File: config.mk
export PLATFORM = sky130hd
export DESIGN_NAME = serial_frame_deser_flat
export DESIGN_NICKNAME = d
export VERILOG_FILES = /design/src/rtl/serial_frame_pkg.sv /design/src/rtl/serial_frame_deser_if.sv /design/src/rtl/frame_sync_match.sv /design/src/rtl/serial_frame_deser.sv /design/src/flat_wrapper.sv
export SDC_FILE = /design/constraint.sdc
export NUM_CORES = 1
export LEC_CHECK = 0
export ABC_AREA = 1
export ABC_CLOCK_PERIOD_IN_PS = 1450
export CORE_ASPECT_RATIO = 0.75
export CORE_UTILIZATION = 49
export DETAILED_ROUTE_END_ITERATION = 8
export PLACE_DENSITY = 0.82
export SYNTH_ARGS = -nofsm -noshare
export SYNTH_HDL_FRONTEND = slang
export SYNTH_SLANG_ARGS = --single-unit
File: constraint.sdc
create_clock -name clk -period 1.45 [get_ports clk]
set_clock_uncertainty 0.15 [all_clocks]
set_input_delay 0.29 -clock clk [delete_from_list [all_inputs] [get_ports clk]]
set_output_delay 0.29 -clock clk [all_outputs]
set_load 0.02 [all_outputs]
File: src/rtl/serial_frame_pkg.sv
// Shared types and default constants for the serial frame deserializer.
package serial_frame_pkg;

    typedef enum logic [1:0] {
        HUNT,
        DATA,
        PARITY
    } state_e;

    localparam int unsigned   DEF_WIDTH    = 8;
    localparam int unsigned   DEF_SYNC_LEN = 4;
    localparam logic [3:0]    DEF_SYNC_PAT = 4'b1011;
    localparam int unsigned   DROP_CNT_W   = 8;

endpackage

File: src/rtl/serial_frame_deser_if.sv
// Serial input, valid/ready word output and status bundle of the deserializer.
interface serial_frame_deser_if
    import serial_frame_pkg::*;
#(
    parameter int unsigned WIDTH = DEF_WIDTH
) ();

    logic                  bit_in;
    logic                  bit_en;
    logic [WIDTH-1:0]      out_data;
    logic                  out_valid;
    logic                  out_ready;
    logic                  parity_err;
    logic                  overflow;
    logic [DROP_CNT_W-1:0] drop_cnt;
    logic                  busy;

    modport master (
        output bit_in, bit_en, out_ready,
        input  out_data, out_valid, parity_err, overflow, drop_cnt, busy
    );

    modport slave (
        input  bit_in, bit_en, out_ready,
        output out_data, out_valid, parity_err, overflow, drop_cnt, busy
    );

endinterface

File: src/rtl/frame_sync_match.sv
// Sliding sync-pattern window; match is combinational and includes the incoming bit.
module frame_sync_match #(
    parameter int unsigned          SYNC_LEN = 4,
    parameter logic [SYNC_LEN-1:0]  SYNC_PAT = 4'b1011
) (
    input  logic clk,
    input  logic rst,
    input  logic i_bit,
    input  logic i_en,
    input  logic i_clear,
    output logic o_match
);

    logic [SYNC_LEN-1:0] r_win;
    logic [SYNC_LEN-1:0] w_next;

    assign w_next  = {r_win[SYNC_LEN-2:0], i_bit};
    assign o_match = i_en && (w_next == SYNC_PAT);

    always_ff @(posedge clk or posedge rst) begin
        if (rst) begin
            r_win <= '0;
        end else if (i_clear) begin
            r_win <= '0;
        end else if (i_en) begin
            r_win <= w_next;
        end
    end

endmodule

File: src/rtl/serial_frame_deser.sv
// Sync hunt, MSB-first word assembly, parity check and single-entry output slot.
module serial_frame_deser
    import serial_frame_pkg::*;
#(
    parameter int unsigned          WIDTH      = DEF_WIDTH,
    parameter int unsigned          SYNC_LEN   = DEF_SYNC_LEN,
    parameter logic [SYNC_LEN-1:0]  SYNC_PAT   = DEF_SYNC_PAT,
    parameter bit                   ODD_PARITY = 1'b0
) (
    input  logic                 clk,
    input  logic                 rst,
    serial_frame_deser_if.slave  io_bus
);

    localparam int unsigned CNT_W = (WIDTH > 1) ? $clog2(WIDTH) : 1;

    state_e                r_state;
    logic [CNT_W-1:0]      r_cnt;
    logic [WIDTH-1:0]      r_data;
    logic [WIDTH-1:0]      r_out_data;
    logic                  r_out_valid;
    logic                  r_parity_err;
    logic                  r_overflow;
    logic [DROP_CNT_W-1:0] r_drop_cnt;
    logic                  r_busy;

    logic w_match;
    logic w_hunt_en;
    logic w_clear;
    logic w_par;
    logic w_good;
    logic w_slot_free;

    assign w_hunt_en   = io_bus.bit_en && (r_state == HUNT);
    // Window is wiped as each frame ends so a new frame needs a fresh sync.
    assign w_clear     = io_bus.bit_en && (r_state == PARITY);
    assign w_par       = ^{r_data, io_bus.bit_in};
    assign w_good      = (w_par == ODD_PARITY);
    assign w_slot_free = !r_out_valid || io_bus.out_ready;

    frame_sync_match #(
        .SYNC_LEN (SYNC_LEN),
        .SYNC_PAT (SYNC_PAT)
    ) u_sync (
        .clk     (clk),
        .rst     (rst),
        .i_bit   (io_bus.bit_in),
        .i_en    (w_hunt_en),
        .i_clear (w_clear),
        .o_match (w_match)
    );

    always_ff @(posedge clk or posedge rst) begin
        if (rst) begin
            r_state      <= HUNT;
            r_cnt        <= '0;
            r_data       <= '0;
            r_out_data   <= '0;
            r_out_valid  <= 1'b0;
            r_parity_err <= 1'b0;
            r_overflow   <= 1'b0;
            r_drop_cnt   <= '0;
            r_busy       <= 1'b0;
        end else begin
            r_parity_err <= 1'b0;
            r_overflow   <= 1'b0;
            if (r_out_valid && io_bus.out_ready) begin
                r_out_valid <= 1'b0;
            end
            if (io_bus.bit_en) begin
                case (r_state)
                    HUNT: begin
                        if (w_match) begin
                            r_state <= DATA;
                            r_cnt   <= '0;
                            r_busy  <= 1'b1;
                        end
                    end
                    DATA: begin
                        r_data <= {r_data[WIDTH-2:0], io_bus.bit_in};
                        r_cnt  <= r_cnt + 1'b1;
                        if (r_cnt == CNT_W'(WIDTH - 1)) begin
                            r_state <= PARITY;
                        end
                    end
                    PARITY: begin
                        if (!w_good) begin
                            r_parity_err <= 1'b1;
                        end else if (w_slot_free) begin
                            r_out_data  <= r_data;
                            r_out_valid <= 1'b1;
                        end else begin
                            r_overflow <= 1'b1;
                            if (r_drop_cnt != '1) begin
                                r_drop_cnt <= r_drop_cnt + 1'b1;
                            end
                        end
                        r_state <= HUNT;
                        r_busy  <= 1'b0;
                    end
                    default: begin
                        r_state <= HUNT;
                        r_busy  <= 1'b0;
                    end
                endcase
            end
        end
    end

    assign io_bus.out_data   = r_out_data;
    assign io_bus.out_valid  = r_out_valid;
    assign io_bus.parity_err = r_parity_err;
    assign io_bus.overflow   = r_overflow;
    assign io_bus.drop_cnt   = r_drop_cnt;
    assign io_bus.busy       = r_busy;

endmodule

File: src/flat_wrapper.sv
// flat-port wrapper written by rule: the top's interface ports become plain ports
module serial_frame_deser_flat import serial_frame_pkg::*;
#(
    parameter int unsigned          WIDTH      = DEF_WIDTH,
    parameter int unsigned          SYNC_LEN   = DEF_SYNC_LEN,
    parameter logic [SYNC_LEN-1:0]  SYNC_PAT   = DEF_SYNC_PAT,
    parameter bit                   ODD_PARITY = 1'b0
)
  (clk, rst, io_bus_bit_in, io_bus_bit_en, io_bus_out_ready, io_bus_out_data, io_bus_out_valid, io_bus_parity_err, io_bus_overflow, io_bus_drop_cnt, io_bus_busy);
  serial_frame_deser_if #(.WIDTH(WIDTH)) io_bus_i ();
  input  logic clk;
  input  logic rst;
  input wire logic [$bits(io_bus_i.bit_in)-1:0] io_bus_bit_in;
  input wire logic [$bits(io_bus_i.bit_en)-1:0] io_bus_bit_en;
  input wire logic [$bits(io_bus_i.out_ready)-1:0] io_bus_out_ready;
  output wire logic [$bits(io_bus_i.out_data)-1:0] io_bus_out_data;
  output wire logic [$bits(io_bus_i.out_valid)-1:0] io_bus_out_valid;
  output wire logic [$bits(io_bus_i.parity_err)-1:0] io_bus_parity_err;
  output wire logic [$bits(io_bus_i.overflow)-1:0] io_bus_overflow;
  output wire logic [$bits(io_bus_i.drop_cnt)-1:0] io_bus_drop_cnt;
  output wire logic [$bits(io_bus_i.busy)-1:0] io_bus_busy;
  assign io_bus_i.bit_in = io_bus_bit_in;
  assign io_bus_i.bit_en = io_bus_bit_en;
  assign io_bus_i.out_ready = io_bus_out_ready;
  assign io_bus_out_data = io_bus_i.out_data;
  assign io_bus_out_valid = io_bus_i.out_valid;
  assign io_bus_parity_err = io_bus_i.parity_err;
  assign io_bus_overflow = io_bus_i.overflow;
  assign io_bus_drop_cnt = io_bus_i.drop_cnt;
  assign io_bus_busy = io_bus_i.busy;
  serial_frame_deser #(.WIDTH(WIDTH), .SYNC_LEN(SYNC_LEN), .SYNC_PAT(SYNC_PAT), .ODD_PARITY(ODD_PARITY)) u_core (.clk(clk), .rst(rst), .io_bus(io_bus_i));
endmodule
==> results list <==
- Fraction of synthesized cell area taken by the top area cell type: 48.7%
* Max cap viols: 0
- Walking the worst path, the cells encountered are inv_1 -> nand2_1 -> nand2_1 -> nand2_1 -> nand2_1 -> nand2_2 -> nand2_2 -> nand2_4 -> nand2_8 -> nor2_4 -> nand3_1 -> nand2_1.
- Via count: 1,724
* Sum of negative setup slack: -5060 ps
* Number of setup violations in the final report: 25
* DR DRC count: 0
- Leaving out fill and tap cells, the most frequent cell in the layout is sky130_fd_sc_hd__nand2_1.
* Total Nets Final: 308
- Distinct cell type count after synthesis: 24
* Mapped cell area: 1850 µm²
- Counting the buffers created by CTS gives 5.
* Placeable core area: 3450 µm²
- The setup path with the least slack is of type flop to flop.
- From synthesis to final layout, the design area changed by 46.5%.
* Max-slew headroom at the worst pin: approximately four fifths
* Global-route wire length before repair: around 6800 µm
- Avg WL per Cell: 13.4 µm
* Top-level I/O count: 25
* Global route total overflow: 0
- The detailed router finished its first iteration with 74 violations.
* Number of global-route vias before repair: roughly 1,600
- Counting every sink on the clock net gives 36.
- Overall routing resource usage: 22.1%
* Proportion of synthesized chip area in sequential cells: around 49%
* Maximum resistive drop on vdd: 0.00106 V
- Site row count: 18
- Static Leakage: about 1.4 nW
* Number of antenna violations at the first check in global routing: 0
- After legalization and detailed placement, the total HPWL measured 2880 µm.
- In the final layout, flip-flops and latches occupy 911 µm².
- Final Max Slew Viols: 0
- Drt total wl: about 4700 µm
- Routability-driven placement finished with a final weighted congestion of 0.834.
- The post-route netlist has about 33% of its cells at a drive strength greater than 1.
- For this design, the slowest cell found on the critical path is sky130_fd_sc_hd__dfrtp_1.
- Along the worst path, the maximum fanout reaches 7.
- TritonCTS clock tree: built
- In the layout the commonest cells are sky130_fd_sc_hd__nand2_1 (78), sky130_fd_sc_hd__buf_4 (36), sky130_fd_sc_hd__dfrtp_1 (28).
- Violations in the final reports: setup timing
- Synth Area per Inst: around 8 µm²
- Pin slew with the least headroom to its limit: 317 ps
- The largest single stage delay on the critical path is 420 ps.
* Number of hold violations in the final report: 0
- Number of input and output port buffers inserted: 24
* Max Freq: 562 MHz
* Fraction of the cycle the final worst path needs: 123%
* Die height: 55.2 µm
- YS warnings: 0
- Once detail routing completed, the nets flagged for antenna violations numbered 0.
- The initial utilization of the core area, before any placement, comes to 53.7%.
* Critical path capture point type: flop
- Synthesis handed over a netlist of 232 instances.
- The finished layout holds 351 standard cells, fillers aside.
- The die covers 4030 µm².
- Number of register bits inferred by synthesis: 36
* Net count after synthesis: 240
- The worst setup path is launched from a flop.
- Fin worst setup slack: -328 ps
- Once placement completed, the tool counted placed cells totaling about 330.
- Dividing total power by cell area gives a power density of 1150 nW/µm².
- Multi-input gate area: 962 µm²
- The tightest min-delay check is of the primary input to asynchronous set/reset pin type.
* Maximum number of pins on one net before global-route repair: 37
* Die X-Extent: 72.9 µm
- Subtracting the final worst setup slack from the clock period gives 1780 ps.
- CP delay by family, top: simple AND/OR/NAND/NOR gates
* Worst hold-check slack: 180 ps
- The synthesized design spends more area on one cell type than any other, namely sky130_fd_sc_hd__dfrtp_1.
* CTS Root Cell: sky130_fd_sc_hd__clkbuf_8
- The first detailed-routing pass ran for 4 iterations.
- Result of the run: finished, violations left
- At the worst endpoint, the arrival time is 1870 ps.
* Buffer levels on the longest clock path: 2
- RSZ-0062 raised after global routing: true
- Via count normalized by instance count: 4.91
- The repair_antennas step left the layout with diodes totalling 0.
* Most frequent cell on the critical path: sky130_fd_sc_hd__nand2_1
- After clock tree synthesis, the clock-pin slew on the worst setup and hold paths is 80 ps.
- The number of buffers and inverters on the critical path is 1.
- WP data required: roughly 1600 ps
* Number of inserted filler cells in the final layout: 243
- At the later pin of the worst-skew pair, clock insertion delay measures 300 ps.
* Cell types with the largest area share after synthesis: sky130_fd_sc_hd__dfrtp_1 (49%), sky130_fd_sc_hd__nand2_1 (17%), sky130_fd_sc_hd__nand3_1 (6.2%)
* H-tree levels: 2
[cells by family after synthesis]
group | synth area share, %
adders and majority gates | 2.03
AOI/OAI and AO/OA | 4.46
xor gates and xnor gates | 3.79
DFF | 48.7
and+or+nand+nor | 34.0
buffers and inverters | 7.04
[what timing repair did]
item	in CTS	in global routing
endpoints found under the hold margin	0	0
resized for setup	45	46
buffers inserted	5	6
gates cloned	0	2
pin swaps	1	3
hold buffers	0	0
endpoints found under the setup margin	44	48
[area by class of cell]
class	instances	area share, %
clock inverters	3	1.57
multi-input cells	164	35.5
well taps	50	2.31
flip-flops and latches	36	33.6
inverters	28	3.88
clock buffers	5	2.54
repair buffers	65	20.6
[per-layer routing]
layer  wire length [µm]  global-route usage [%]  up-vias
li1                   -                       -      866
met1               2060                    27.8      809
met2               2360                    36.2       36
met3                168                    5.47       13
met4                 98                    9.24        0
met5                  0                       0        -
[power by group]
part / leakage (nW) / internal [mW] / switching (mW)
logic: 0.898 / 0.438 / 0.564
clock network: 0.0541 / 0.509 / 0.382
registers: 0.481 / 1.12 / 0.116
[synthesized netlist by cell type (all sizes together)]
cell,count
o22ai,2
a21oi,1
ha,3
nand3,24
xor2,4
nor3,1
o21ai,13
nand2,90
nand4,5
inv,28
buf,2
clkbuf,2
nor2,17
dfrtp,36
xnor2,4
[registers in the layout (all words and copies together) (netlist names)]
| name | cells |
|---|---|
| u_core.io_bus.parity_err | 1 |
| u_core.io_bus.overflow | 1 |
| u_core.io_bus.busy | 1 |
| u_core.r_cnt | 3 |
| u_core.io_bus.out_data | 8 |
| u_core.u_sync.r_win | 3 |
| u_core.r_state | 2 |
| u_core.r_data | 8 |
| u_core.io_bus.drop_cnt | 8 |
| u_core.io_bus.out_valid | 1 |
[per-stage QoR]
stage               util [%]  setup WS [ps]  total power [mW]  area, µm²
global route            78.6           -435              3.29       2710
floorplan                  -          -95.7              1.78       1920
global placement        70.4           -588              2.00       2430
detailed placement      70.4           -655              2.03       2430
CTS                     74.9           -250              2.97       2580
finish                  78.6           -328              3.12       2710
[path summary, 6_finish.rpt]
kind,startpoint,endpoint,slack [ps],depth (start not counted)
min in group clk,u_core.io_bus.out_data[7],u_core.io_bus.out_data[7],320,2
max in group asynchronous,rst,u_core.io_bus.drop_cnt[0],770,3
min reg2reg,u_core.io_bus.out_data[7],u_core.io_bus.out_data[7],320,2
min,rst,u_core.r_data[3],180,3
max reg2reg,u_core.r_data[4],u_core.io_bus.out_data[2],-330,12
max,u_core.r_data[4],u_core.io_bus.out_data[2],-330,12
[worst reg2reg max path, cell delays in order, from the launching register on]
cell and delay, ps:
sky130_fd_sc_hd__dfrtp_1 420, sky130_fd_sc_hd__inv_1 90, sky130_fd_sc_hd__nand2_1 70, sky130_fd_sc_hd__nand2_1 70, sky130_fd_sc_hd__nand2_1 70, sky130_fd_sc_hd__nand2_1 60
sky130_fd_sc_hd__nand2_2 90, sky130_fd_sc_hd__nand2_2 90, sky130_fd_sc_hd__nand2_4 130, sky130_fd_sc_hd__nand2_8 90, sky130_fd_sc_hd__nor2_4 180, sky130_fd_sc_hd__nand3_1 140
sky130_fd_sc_hd__nand2_1 80
Note: power is estimated with default switching activity, not from simulation.
